<file path="src/rtl/machine_pkg.sv">
// Shared constants and helpers for the machine_* family of serial detectors.
package machine_pkg;

  localparam int              DEF_PAT_W   = 4;
  localparam logic [3:0]      DEF_PATTERN = 4'b1011;
  localparam int              DEF_CNT_W   = 8;

  // Width needed to hold a state value in 0..n inclusive.
  function automatic int state_width(input int n);
    return $clog2(n + 1);
  endfunction

endpackage : machine_pkg

</file>
<file path="src/rtl/sat_counter.sv">
// Saturating up-counter with synchronous clear; clear beats increment.
module sat_counter #(
  parameter int W = 8
) (
  input  logic         CLK,
  input  logic         RESET_N,
  input  logic         clr,
  input  logic         inc,
  output logic [W-1:0] q
);

  logic [W-1:0] q_q;
  logic [W-1:0] q_d;

  always_comb begin
    q_d = q_q;
    if (clr) begin
      q_d = '0;
    end else if (inc && (q_q != {W{1'b1}})) begin
      q_d = q_q + 1'b1;
    end
  end

  // NOTE: sequential state is written with <= so every flop samples pre-edge values.
  always_ff @(posedge CLK or negedge RESET_N) begin
    if (!RESET_N) q_q <= '0;
    else          q_q <= q_d;
  end

  assign q = q_q;

endmodule : sat_counter

</file>
<file path="src/rtl/machine_seq.sv">
// Serial pattern detector with KMP state tracking, Moore match flag and a
// saturating match counter.
module machine_seq
  import machine_pkg::*;
#(
  parameter int                 PAT_W   = DEF_PAT_W,
  parameter logic [PAT_W-1:0]   PATTERN = DEF_PATTERN,
  parameter bit                 OVERLAP = 1'b1,
  parameter int                 CNT_W   = DEF_CNT_W,
  localparam int                SW      = state_width(PAT_W)
) (
  input  logic             CLK,
  input  logic             RESET_N,
  input  logic             CLR,
  input  logic             EN,
  input  logic             x,
  output logic             F,
  output logic [SW-1:0]    S,
  output logic [CNT_W-1:0] CNT
);

  localparam logic [SW-1:0] FULL = SW'(PAT_W);

  logic [SW-1:0]    s_q, s_d;
  logic [PAT_W-2:0] hist_q, hist_d;
  logic [PAT_W-1:0] hist_new;
  logic [SW-1:0]    match_len;
  logic             ok;
  int               limit;

  // The longest match can grow by at most one bit per consumed sample, so
  // candidates are capped at S+1; this keeps stale history bits (from before
  // a clear or non-overlap restart) from ever being compared.
  always_comb begin
    // NOTE: every combinational output gets a default first so no latch is inferred.
    hist_new  = {hist_q, x};
    match_len = '0;
    ok        = 1'b0;
    if ((s_q == FULL) && !OVERLAP) limit = 1;
    else if (s_q == FULL)          limit = PAT_W;
    else                           limit = int'(s_q) + 1;
    for (int k = 1; k <= PAT_W; k++) begin
      ok = (k <= limit);
      for (int j = 0; j < k; j++) begin
        if (hist_new[j] != PATTERN[PAT_W-k+j]) ok = 1'b0;
      end
      if (ok) match_len = SW'(k);
    end
  end

  always_comb begin
    s_d    = s_q;
    hist_d = hist_q;
    if (CLR) begin
      s_d    = '0;
      hist_d = '0;
    end else if (EN) begin
      s_d    = match_len;
      hist_d = hist_new[PAT_W-2:0];
    end
  end

  always_ff @(posedge CLK or negedge RESET_N) begin
    if (!RESET_N) begin
      s_q    <= '0;
      hist_q <= '0;
    end else begin
      s_q    <= s_d;
      hist_q <= hist_d;
    end
  end

  sat_counter #(.W(CNT_W)) u_cnt (
    .CLK     (CLK),
    .RESET_N (RESET_N),
    .clr     (CLR),
    .inc     (EN && !CLR && (match_len == FULL)),
    .q       (CNT)
  );

  assign S = s_q;
  assign F = (s_q == FULL);

endmodule : machine_seq

</file>
<file path="config.mk">
export PLATFORM = sky130hd
export DESIGN_NAME = machine_seq
export DESIGN_NICKNAME = d
export VERILOG_FILES = /design/src/rtl/machine_pkg.sv /design/src/rtl/sat_counter.sv /design/src/rtl/machine_seq.sv
export SDC_FILE = /design/constraint.sdc
export NUM_CORES = 1
export LEC_CHECK = 0
export ABC_CLOCK_PERIOD_IN_PS = 2700
export CAP_MARGIN = 40
export CELL_PAD_IN_SITES_DETAIL_PLACEMENT = 1
export CELL_PAD_IN_SITES_GLOBAL_PLACEMENT = 2
export CORE_MARGIN = 5
export CORE_UTILIZATION = 34
export DETAILED_ROUTE_END_ITERATION = 8
export PLACE_DENSITY_LB_ADDON = 0.1
export SYNTH_ARGS = -nofsm -noshare
export SYNTH_HDL_FRONTEND = slang
export SYNTH_SLANG_ARGS = --single-unit
export TNS_END_PERCENT = 20
</file>
<file path="constraint.sdc">
create_clock -name CLK -period 2.7 [get_ports CLK]
set_input_delay 0.27 -clock CLK [delete_from_list [all_inputs] [get_ports CLK]]
set_output_delay 0.27 -clock CLK [all_outputs]
set_load 0.01 [all_outputs]
</file>
Word level (Yosys, flattened, before mapping)
Index checks and enable logic that the tools add are counted.
Widths: inputs -> output; s select.
- register bits: 14
- word-level logic and storage cells: 39
- bits of input ports: 5
- output and inout bits: 12
- add/subtract/negate cells: 2
- muxes and demuxes: 21
- reduce and logical (&&, ||, !) cells: 6
- equality and inequality tests: 3
- order comparisons: 4
- operators by type and width (cell ; count):
    $le 2x32->1 const A ; 1
    $le 3x32->1 const A ; 1
    $mux 3 ; 6
    $mux 8 ; 2
    $mux 1 ; 11
    $add 8x1->8 const B ; 1
    $ne 8x8->1 const B ; 1
    $eq 3x3->1 const B ; 2
    $add 3x1->4 const B ; 1
    $le 2x4->1 const A ; 1
    $le 3x4->1 const A ; 1
    $mux 4 ; 1
    $reduce_bool 2->1 ; 2
    $logic_and 1x1->1 ; 3
    $mux 2 ; 1
    $logic_not 1->1 ; 1

Logic depth before layout (Yosys ltp)
- depth after elaboration: 13
- mapped depth: 7
- mapped depth without buffers: 7

Cells and area by module
From an unflattened synthesis, not the netlist that was laid out.
- cells, all modules: 87
- area total of the unflattened synthesis: 843.3 µm²
- modules (own cells, without submodules) (module ; instances ; cells each ; sequential area each (µm²) ; area an instance (µm²)):
    sat_counter ; 1 ; 49 ; 200.2 ; 464.2
    machine_seq ; 1 ; 38 ; 150.1 ; 379.1

Worst setup path after synthesis
Ideal clock, no wire load.
- path type: flip-flop to flip-flop
- from: reg s_q[0], in the netlist S[0]
- to: reg u_cnt.q_q[5], in the netlist u_cnt.q[5]
- cell stages (with the launch flop): 7
- required time: 2.575 ns
- path buffers: 0
- clock period less this slack: 1.761 ns
- path slack: 0.939 ns
- library setup time: 0.125 ns
- arrival time: 1.636 ns
- cell sequence: dfrtp_1 > ha_1 > nand3b_1 > o22ai_4 > nor4b_4 > nand3_2 > mux2_4
- word-level cells in the longest chain between the ends: 12
- elaborated cells between the ends (all ways): 25
- those cells by class: add/sub: 1; order compare: 4; eq/ne: 2; mux: 15; reduce/logical: 3
- ends and longest elaborated chain (element ; line ; RTL):
    start: declaration ; machine_seq.sv:24 ; logic [SW-1:0] s_q, s_d;
    start signal: assignment ; machine_seq.sv:65 ; s_q <= '0;
    start signal: assignment ; machine_seq.sv:68 ; s_q <= s_d;
    $add 3x1->4 / $eq 3x3->1 (equally long branches) ; machine_seq.sv:41, machine_seq.sv:40 ;
    $mux 4 * ; machine_seq.sv:40 ; else if (s_q == FULL) limit = PAT_W;
    $le 2x32->1, or another cell as far along ; machine_seq.sv:43 ; ok = (k <= limit);
    $mux 1 ; machine_seq.sv:45 ; if (hist_new[j] != PATTERN[PAT_W-k+j]) ok = 1'b0;
    $mux 1, on equally long branches ; machine_seq.sv:47, machine_seq.sv:45 ;
    $mux 2 / $mux 1 (equally long branches) ; machine_seq.sv:47, machine_seq.sv:45 ;
    $mux 3 / $mux 1 (equally long branches) ; machine_seq.sv:47, machine_seq.sv:45 ;
    $mux 3 * ; machine_seq.sv:47 ; if (ok) match_len = SW'(k);
    $eq 3x3->1 * ; machine_seq.sv:77 ; .inc (EN && !CLR && (match_len == FULL)),
    $logic_and 1x1->1 * ; machine_seq.sv:77 ;
    $logic_and 1x1->1 * ; sat_counter.sv:19 ; end else if (inc && (q_q != {W{1'b1}})) begin
    $reduce_bool 2->1 (no source line) * ; - ;
    end signal: assignment ; sat_counter.sv:27 ; else q_q <= q_d;
    end: declaration ; sat_counter.sv:12 ; logic [W-1:0] q_q;
Every way passes the cells marked *; elsewhere a longest branch is shown, timed or not.
A chain may end at the register's enable or synchronous reset.

Worst setup path after layout
- from: reg s_q[0], in the netlist S[0]
- to: out F
- word-level cells in the longest chain between the ends: 1
- ends and longest elaborated chain (element ; line ; RTL):
    $eq 3x3->1 ; machine_seq.sv:82 ; assign F = (s_q == FULL);
    end: declaration ; machine_seq.sv:17 ; output logic F,
No other way between the ends.

==> out/metrics.csv <==
metric,value,unit
status,"complete, no violations",
asr flop ratio synth,1.00,
top fanout value on the critical path,6,
Pwr Density,373,nW/um^2
Setup WS pre-CTS,0.582,ns
mapped cell area,855,um^2
Worst Tran Pin Value,0.683,ns
FMAX,514,MHz
Clock Tree Root,clkbuf_4,
"most common cell after layout, fill and taps aside",clkdlybuf4s50_1,
critical-path cell list,inv_1 -> ha_1 -> and2_1 -> clkdlybuf4s50_1,
Final Power,0.403,mW
"Setup Fix Bufs, Post-CTS",0,
clock skew,0.00832,ns
final hold violations,0,
Min-Delay Path Class,in2async,
post-synth cell types,32,
core area,2430,um^2
Die Wd,60.1,um
final setup vio count,0,
"commonest non-fill, non-tap cells in the layout","16 x clkdlybuf4s50_1, 14 x dfrtp_1, 12 x nor2_1",
syn avg cell area,10.8,um^2
drt via density,4.98,
H-tree Lvls,1,
maxcap violations,0,
Skew-Pair Late Insertion Delay,0.28,ns
Relative slew margins,0.543,
Crit Path Class,reg2out,
area grow syn2layout,26.5,%
TritonCTS clock tree,built,
Post-CTS Resized,0,
DRT Pass-1 Iters,4,
CTS sink cnt,14,
initial antenna violation count,0,
Worst path slowest cell,clkdlybuf4s50_1,
chip height,60.1,um
post-route cell area,1080,um^2
gr usage total,0.118,
Final ANT Viol Nets,0,
first-pass GRT wire length,3130,um
Max stage delay on crit path,0.47,ns
layout cell share with drive strength beyond 1,0.163,
Max Buffers Root-to-Sink,2,
CTS Hold Bufs,0,
Tmin final,1.95,ns
Worst setup SP type,flop,
# IOs,17,
# rows,18,
Num CTS Buffers,3,
DIE AREA,3620,um^2
Initial Util,0.351,
Via Count,637,
Diodes inserted,0,
fin crit share,0.721,
clock slew at the register clock pins of the worst setup and hold paths,0.09,ns
Final GP Congestion,0.709,
"Primary FF master, synth",dfrtp_1,
Post-synth EDFFs,0,
RSZ-0062 raised after global routing,no,
placed instance area,1040,um^2
Leak,0.466,nW
DRT iter0 DRCs,14,
setup TNS,0,ns
worst endpoint required time,2.43,ns
Yosys reg bits,14,
peak supply drop,0.208,mV
wire length per cell,14.9,um
Residual DRC,0,
"Arr. time, crit path",1.68,ns
largest net degree at the start of global routing,16,
Synth Warn #,0,
hpwl dp,1440,um
Hold WS,0.396,ns
"Remaining Overflow, GRT",0,
Post-Synthesis Cells,79,
final worst-path setup slack,0.754,ns
fin. max-slew vios,0,
worst r2r path cells,7,
vias in the first global route,676,
Worst Setup End Kind,output pin,
sequential fraction of the synthesis area,0.410,
final wirelength,1910,um
Syn Nets,87,
PortBufs,16,
final net count,107,
stage by stage:
step           instances   util
6_report             128  0.444
4_1_cts              128  0.444
2_1_floorplan         79      -
5_1_grt              128  0.444
3_3_place_gp         124  0.430
3_5_place_dp         124  0.430
power by group:
group,total [mW],switching (mW),internal (mW),leakage [nW]
clock network,0.151,0.0694,0.0819,0.0210
logic,0.0361,0.0200,0.0161,0.251
registers,0.216,0.00387,0.212,0.194
worst max-delay path: cells and delay by family (launching register included):
kind          cells  cell delay [ns]
buf+inv           2             0.57
fa+ha+maj         1             0.22
simple gates      1             0.15
flops             1             0.45
synthesized netlist by cell type (2+ instances only):
cell | n | area share
nand2b_1 | 3 | 0.022
nand2_1 | 5 | 0.022
nor4_1 | 3 | 0.022
nand3b_1 | 2 | 0.018
xnor2_1 | 5 | 0.051
ha_1 | 3 | 0.044
and2b_2 | 2 | 0.021
nand3_1 | 2 | 0.012
inv_1 | 2 | 0.0088
nor2_1 | 12 | 0.053
dfrtp_1 | 14 | 0.41
mux2i_1 | 6 | 0.070
cells by family after synthesis:
| family | after synthesis | synth area share |
|---|---|---|
| buffers and inverters | 4 | 0.0264 |
| and+or+nand+nor | 40 | 0.307 |
| AOI/OAI and AO/OA | 6 | 0.0732 |
| xor gates and xnor gates | 5 | 0.0512 |
| DFF | 14 | 0.410 |
| muxes | 7 | 0.0878 |
| adders and majority gates | 3 | 0.0439 |
path summary, 6_finish.rpt:
check                      startpoint         end  slack, ns
setup / recovery                 S[0]           F       0.75
hold / removal                RESET_N        S[1]       0.40
setup reg to reg                 S[0]  u_cnt.q[5]       0.81
hold reg to reg            u_cnt.q[2]  u_cnt.q[2]       0.58
max in group asynchronous     RESET_N  u_cnt.q[2]       1.86
min in group CLK           u_cnt.q[2]  u_cnt.q[2]       0.58
flip-flops by register name (all words and copies together), names as in the netlist:
| signal | cells |
|---|---|
| u_cnt.q | 8 |
| hist_q | 3 |
| S | 3 |
layer usage:
metal / up-vias / wire length [um] / GRT usage
met3: 2 / 86 / 0.0194
li1: 316 / - / -
met1: 309 / 928 / 0.152
met2: 10 / 878 / 0.191
met4: 0 / 15 / 0.0570
met5: - / 0 / 0
layout make-up:
class,count,area [um^2]
fillers,287,1350
multi-input cells,61,482
flip-flops and latches,14,350
repair buffers,17,168
well taps,30,37.5
clock buffers,4,36.3
inverters,2,7.51
Note: power is estimated with default switching activity, not from simulation.
